==> config.mk <==
export PLATFORM = sky130hd
export DESIGN_NAME = mine_map_gen
export DESIGN_NICKNAME = d
export VERILOG_FILES = /design/src/rtl/mine_map_gen.sv
export SDC_FILE = /design/constraint.sdc
export NUM_CORES = 1
export LEC_CHECK = 0
export BUFFER_PORTS_ARGS = -buffer_cell sky130_fd_sc_hd__clkbuf_2
export CAP_MARGIN = 25
export CORE_ASPECT_RATIO = 0.5
export CORE_UTILIZATION = 45
export DETAILED_ROUTE_END_ITERATION = 8
export PLACE_DENSITY = 0.65
export RECOVER_POWER = 100
export REMOVE_ABC_BUFFERS = 1
export SYNTH_ARGS = -nofsm -noshare
export SYNTH_HDL_FRONTEND = slang
export SYNTH_SLANG_ARGS = --single-unit
export TNS_END_PERCENT = 20
==> constraint.sdc <==
create_clock -name clk -period 13.5 [get_ports clk]
set_input_delay 1.35 -clock clk [delete_from_list [all_inputs] [get_ports clk]]
set_output_delay 1.35 -clock clk [all_outputs]
set_load 0.005 [all_outputs]
==> src/rtl/mine_map_gen.sv <==
`default_nettype none
// ============================================================================
// Module   : mine_map_gen
// Purpose  : Builds an 8x8 Minesweeper board (mines plus neighbour counts) on request.
// Revision : 1.0
// ============================================================================
module mine_map_gen #(
  parameter int          MAP_WIDTH       = 8,
  parameter int          MAP_HEIGHT      = 8,
  parameter int          MAP_CELL_LENGTH = 4,
  parameter int          MINE_NUM        = 10,
  parameter logic [15:0] SEED            = 16'hACE1
) (
  input  logic                                            clk,
  input  logic                                            rst,
  input  logic                                            gen_start_i,
  input  logic [5:0]                                      safe_position_i,
  output logic [MAP_WIDTH*MAP_HEIGHT*MAP_CELL_LENGTH-1:0] map_o,
  output logic                                            map_valid_o,
  output logic                                            busy_o
);

  localparam int                         CELLS   = MAP_WIDTH * MAP_HEIGHT;
  localparam logic [15:0]                C_SEED  = (SEED == 16'h0000) ? 16'hACE1 : SEED;
  localparam logic [6:0]                 C_MINES = 7'(MINE_NUM);
  localparam logic [5:0]                 C_LAST  = 6'(CELLS - 1);
  localparam logic [MAP_CELL_LENGTH-1:0] C_MINE  = MAP_CELL_LENGTH'(9);

  typedef enum logic [1:0] {
    S_IDLE  = 2'd0,
    S_PLACE = 2'd1,
    S_COUNT = 2'd2,
    S_DONE  = 2'd3
  } state_t;

  state_t                                    state_q;
  logic [15:0]                               lfsr_q;
  logic [15:0]                               lfsr_d;
  logic [CELLS-1:0]                          bitmap_q;
  logic [5:0]                                idx_q;
  logic [6:0]                                cnt_q;
  logic [5:0]                                safe_q;
  logic [CELLS*MAP_CELL_LENGTH-1:0]          map_q;
  logic                                      valid_q;
  logic                                      busy_q;

  logic [5:0]                                cand;
  logic                                      cand_ok;
  logic [MAP_CELL_LENGTH-1:0]                cell_val;

  // Popcount of the in-bounds 8-neighbourhood; no wrap between row ends.
  function automatic logic [MAP_CELL_LENGTH-1:0] nbr_count(input logic [CELLS-1:0] bm,
                                                           input logic [5:0] idx);
    logic [MAP_CELL_LENGTH-1:0] n;
    int x, y, nx, ny;
    n = '0;
    x = int'(idx) % MAP_WIDTH;
    y = int'(idx) / MAP_WIDTH;
    for (int dy = -1; dy <= 1; dy++) begin
      for (int dx = -1; dx <= 1; dx++) begin
        nx = x + dx;
        ny = y + dy;
        if ((dx != 0 || dy != 0) && nx >= 0 && nx < MAP_WIDTH && ny >= 0 && ny < MAP_HEIGHT)
          n = n + MAP_CELL_LENGTH'(bm[6'(ny * MAP_WIDTH + nx)]);
      end
    end
    return n;
  endfunction

  always_comb begin
    lfsr_d   = {lfsr_q[14:0], lfsr_q[15] ^ lfsr_q[13] ^ lfsr_q[12] ^ lfsr_q[10]};
    cand     = lfsr_q[5:0];
    cand_ok  = !bitmap_q[cand] && (cand != safe_q);
    cell_val = bitmap_q[idx_q] ? C_MINE : nbr_count(bitmap_q, idx_q);
  end

  always_ff @(posedge clk or posedge rst) begin
    if (rst) begin
      state_q  <= S_IDLE;
      lfsr_q   <= C_SEED;
      bitmap_q <= '0;
      idx_q    <= '0;
      cnt_q    <= '0;
      safe_q   <= '0;
      map_q    <= '0;
      valid_q  <= 1'b0;
      busy_q   <= 1'b0;
    end else begin
      // Free-running so the start instant adds entropy to placement.
      lfsr_q <= lfsr_d;
      case (state_q)
        S_IDLE, S_DONE: begin
          if (gen_start_i) begin
            safe_q   <= safe_position_i;
            bitmap_q <= '0;
            cnt_q    <= '0;
            idx_q    <= '0;
            map_q    <= '0;
            valid_q  <= 1'b0;
            busy_q   <= 1'b1;
            state_q  <= S_PLACE;
          end
        end
        S_PLACE: begin
          if (MINE_NUM == 0) begin
            state_q <= S_COUNT;
          end else if (cand_ok) begin
            bitmap_q[cand] <= 1'b1;
            cnt_q          <= cnt_q + 7'd1;
            if (cnt_q + 7'd1 == C_MINES)
              state_q <= S_COUNT;
          end
        end
        S_COUNT: begin
          map_q[int'(idx_q) * MAP_CELL_LENGTH +: MAP_CELL_LENGTH] <= cell_val;
          idx_q <= idx_q + 6'd1;
          if (idx_q == C_LAST) begin
            valid_q <= 1'b1;
            busy_q  <= 1'b0;
            state_q <= S_DONE;
          end
        end
        default: state_q <= S_IDLE;
      endcase
    end
  end

  assign map_o       = map_q;
  assign map_valid_o = valid_q;
  assign busy_o      = busy_q;

endmodule
`default_nettype wire

==> impl_metrics.env <==
export IMPL_status="complete, but fails checks"
export IMPL_failed_checks="max-capacitance violations, max-slew violations"
export IMPL_clock_latency_ns=0.56
export IMPL_fin_tns_setup_ns=0
export IMPL_place_hpwl_mm=37.3
export IMPL_ant_nets=0
export IMPL_hold_violations=0
export IMPL_io_pins=267
export IMPL_cp_common_cell="ha_1"
export IMPL_finalMaxSlewViolations=572
export IMPL_ys_ff_latch=359
export IMPL_antenna_found_initial=0
export IMPL_postCtsSetupRepairBufs=0
export IMPL_die_y_um=143
export IMPL_fin_crit_sh=0.816
export IMPL_htreeDepth=2
export IMPL_grt_max_degree=186
export IMPL_synthArstFlopShare=1.00
export IMPL_synth_top_area_share=0.493
export IMPL_critPathMaxStageDelay_ns=2.05
export IMPL_grt_pass1_wl_mm=84.7
export IMPL_finalNonFillerCells=2405
export IMPL_setup_slack_ns=2.49
export IMPL_first_pass_iters=7
export IMPL_cts_sinks=359
export IMPL_fill_cells=3545
export IMPL_dp_slack_ns=4.38
export IMPL_hold_ws_ns=0.347
export IMPL_cts_hold_buf=0
export IMPL_viasPerCell=5.95
export IMPL_vias=14321
export IMPL_relSlewSlack=-2.35
export IMPL_core_area_mm2=0.0389
export IMPL_synth_yosys_warnings=0
export IMPL_leakage_nw=8.65
export IMPL_syn_instance_count=1632
export IMPL_wl_mm=55.1
export IMPL_power_density_mw_per_mm2=161
export IMPL_num_rows=51
export IMPL_layout_commonest_cell="dfrtp_1"
export IMPL_critPathArrivalTime_ns=11.49
export IMPL_ys_types=63
export IMPL_cts_resized=0
export IMPL_final_cell_mix="350 x dfrtp_1, 230 x nand2_1, 226 x clkbuf_1"
export IMPL_vdd_ir_drop_worst_v=0.000108
export IMPL_port_buffers=266
export IMPL_cts_root_buf="clkbuf_16"
export IMPL_gp_congestion=0.926
export IMPL_cp_start_kind="register"
export IMPL_drive_gt1_frac=0.117
export IMPL_utilization=0.526
export IMPL_grt_pass1_vias=13608
export IMPL_worst_pin_slew_ns=5.03
export IMPL_synth_area_leader_cell="dfrtp_1"
export IMPL_grt_overflow=0
export IMPL_cap_violations=13
export IMPL_die_w_um=283
export IMPL_synth_flop_cell="dfrtp_1"
export IMPL_synth_edf_count=0
export IMPL_clock_fmax_mhz=90.8
export IMPL_drc=0
export IMPL_rsz0062_at_grt="false"
export IMPL_worstPathMaxFanout=42
export IMPL_avgSynthCellArea_um2=10.9
export IMPL_setup_viol=0
export IMPL_tritoncts="built"
export IMPL_worstHoldPathType="reg2reg"
export IMPL_total_power_mw=3.29
export IMPL_ys_top_cells_by_area="dfrtp_1 49%, a22o_1 6.5%, mux4_2 6.1%, nand2_1 4.8%, o21ai_0 4.7%"
export IMPL_min_period_ns=11.01
export IMPL_end_kind="register"
export IMPL_postLayoutCellArea_mm2=0.0205
export IMPL_dpl_instance_area_mm2=0.0196
export IMPL_synth_seq_area_share=0.505
export IMPL_grt_usage=0.270
export IMPL_clkSlewWorstSetupHoldPaths_ns=0.06
export IMPL_critPathSlowestCell="a211oi_1"
export IMPL_timing_worst_setup_path_type="reg2reg"
export IMPL_drtIter0Drc=1513
export IMPL_cp_required_ns=13.98
export IMPL_synthToLayoutAreaGrowth_pct=14.9
export IMPL_place_inst=2339
export IMPL_nets=1892
export IMPL_start_util=0.458
export IMPL_detail_route_wl_per_cell_um=22.9
export IMPL_clockBufferDepth=3
export IMPL_num_antenna_cells=0
export IMPL_cts_inserted_buffers=35
export IMPL_netlist_area_mm2=0.0178
export IMPL_fp_dieArea_mm2=0.0404
export IMPL_fin_worst_skew_ns=0.0282
## layer usage
layer  global-route usage  up-vias  part of all wire
met5                    0        -                 0
met2                0.430      525              0.47
met3               0.0425      104             0.059
met4               0.0890        0             0.034
li1                     -     6480                 -
met1                0.379     7212              0.44
## final timing paths
check                           from    endpoint  slack, ns  cells after the start
setup reg to reg            idx_q[0]  map_o[173]       2.49                     30
max in group asynchronous        rst   map_o[48]       6.38                      4
hold reg to reg            lfsr_q[8]   lfsr_q[9]       0.35                      0
setup / recovery            idx_q[0]  map_o[173]       2.49                     30
min in group asynchronous        rst    cnt_q[3]       2.25                      2
hold / removal             lfsr_q[8]   lfsr_q[9]       0.35                      0
## report_power, final
| group | leakage (nW) | internal (mW) | switching (mW) | total [mW] |
|---|---|---|---|---|
| sequential | 4.96 | 1.10 | 0.0171 | 1.12 |
| clock | 0.592 | 0.586 | 0.451 | 1.04 |
| combinational | 3.10 | 0.300 | 0.833 | 1.13 |
## worst max-delay path, delay by kind of cell, from the launching register on
family	cells	cell delay [ns]
buf+inv	5	2.19
flops	1	0.38
xor+xnor	2	0.39
simple gates	4	0.40
compound gates	4	2.77
mux	4	1.46
fa+ha+maj	11	3.33
## cells by family after synthesis
logic type,share of synthesized area
xor+xnor,0.0183
fa+ha+maj,0.0259
compound gates,0.195
mux,0.111
simple gates,0.112
buf+inv,0.0336
flops,0.505
## flip-flops by register name (all words and copies together) (netlist names)
signal	cells
map_o	256
map_valid_o	1
idx_q	6
lfsr_q	16
bitmap_q	64
state_q	2
busy_o	1
safe_q	6
cnt_q	7
## cell type report
cell class	count	area, um2	area share
Clock buffer	53	1050	0.0515
Multi-Input combinational cell	1131	8220	0.402
Tap cell	530	663	0.0324
Clock inverter	11	154	0.00752
Inverter	27	103	0.00502
Timing Repair Buffer	294	1270	0.0620
Sequential cell	359	8990	0.440
## cell usage after synthesis (all sizes together), types with 5 or more instances
cell type,n
dfrtp,351
o31ai,26
nand3,43
nand4,6
o2bb2ai,69
a32o,10
mux2i,63
inv,24
o21ai,171
mux4,48
xor2,12
or3,15
buf,38
xnor2,20
nand2,230
ha,32
nand2b,14
o211ai,32
nor2b,12
nand3b,5
nor3,23
nor2,74
clkbuf,77
mux2,23
a22o,133
dfstp,8
a21oi,19
Note: power is estimated with default switching activity, not from simulation.
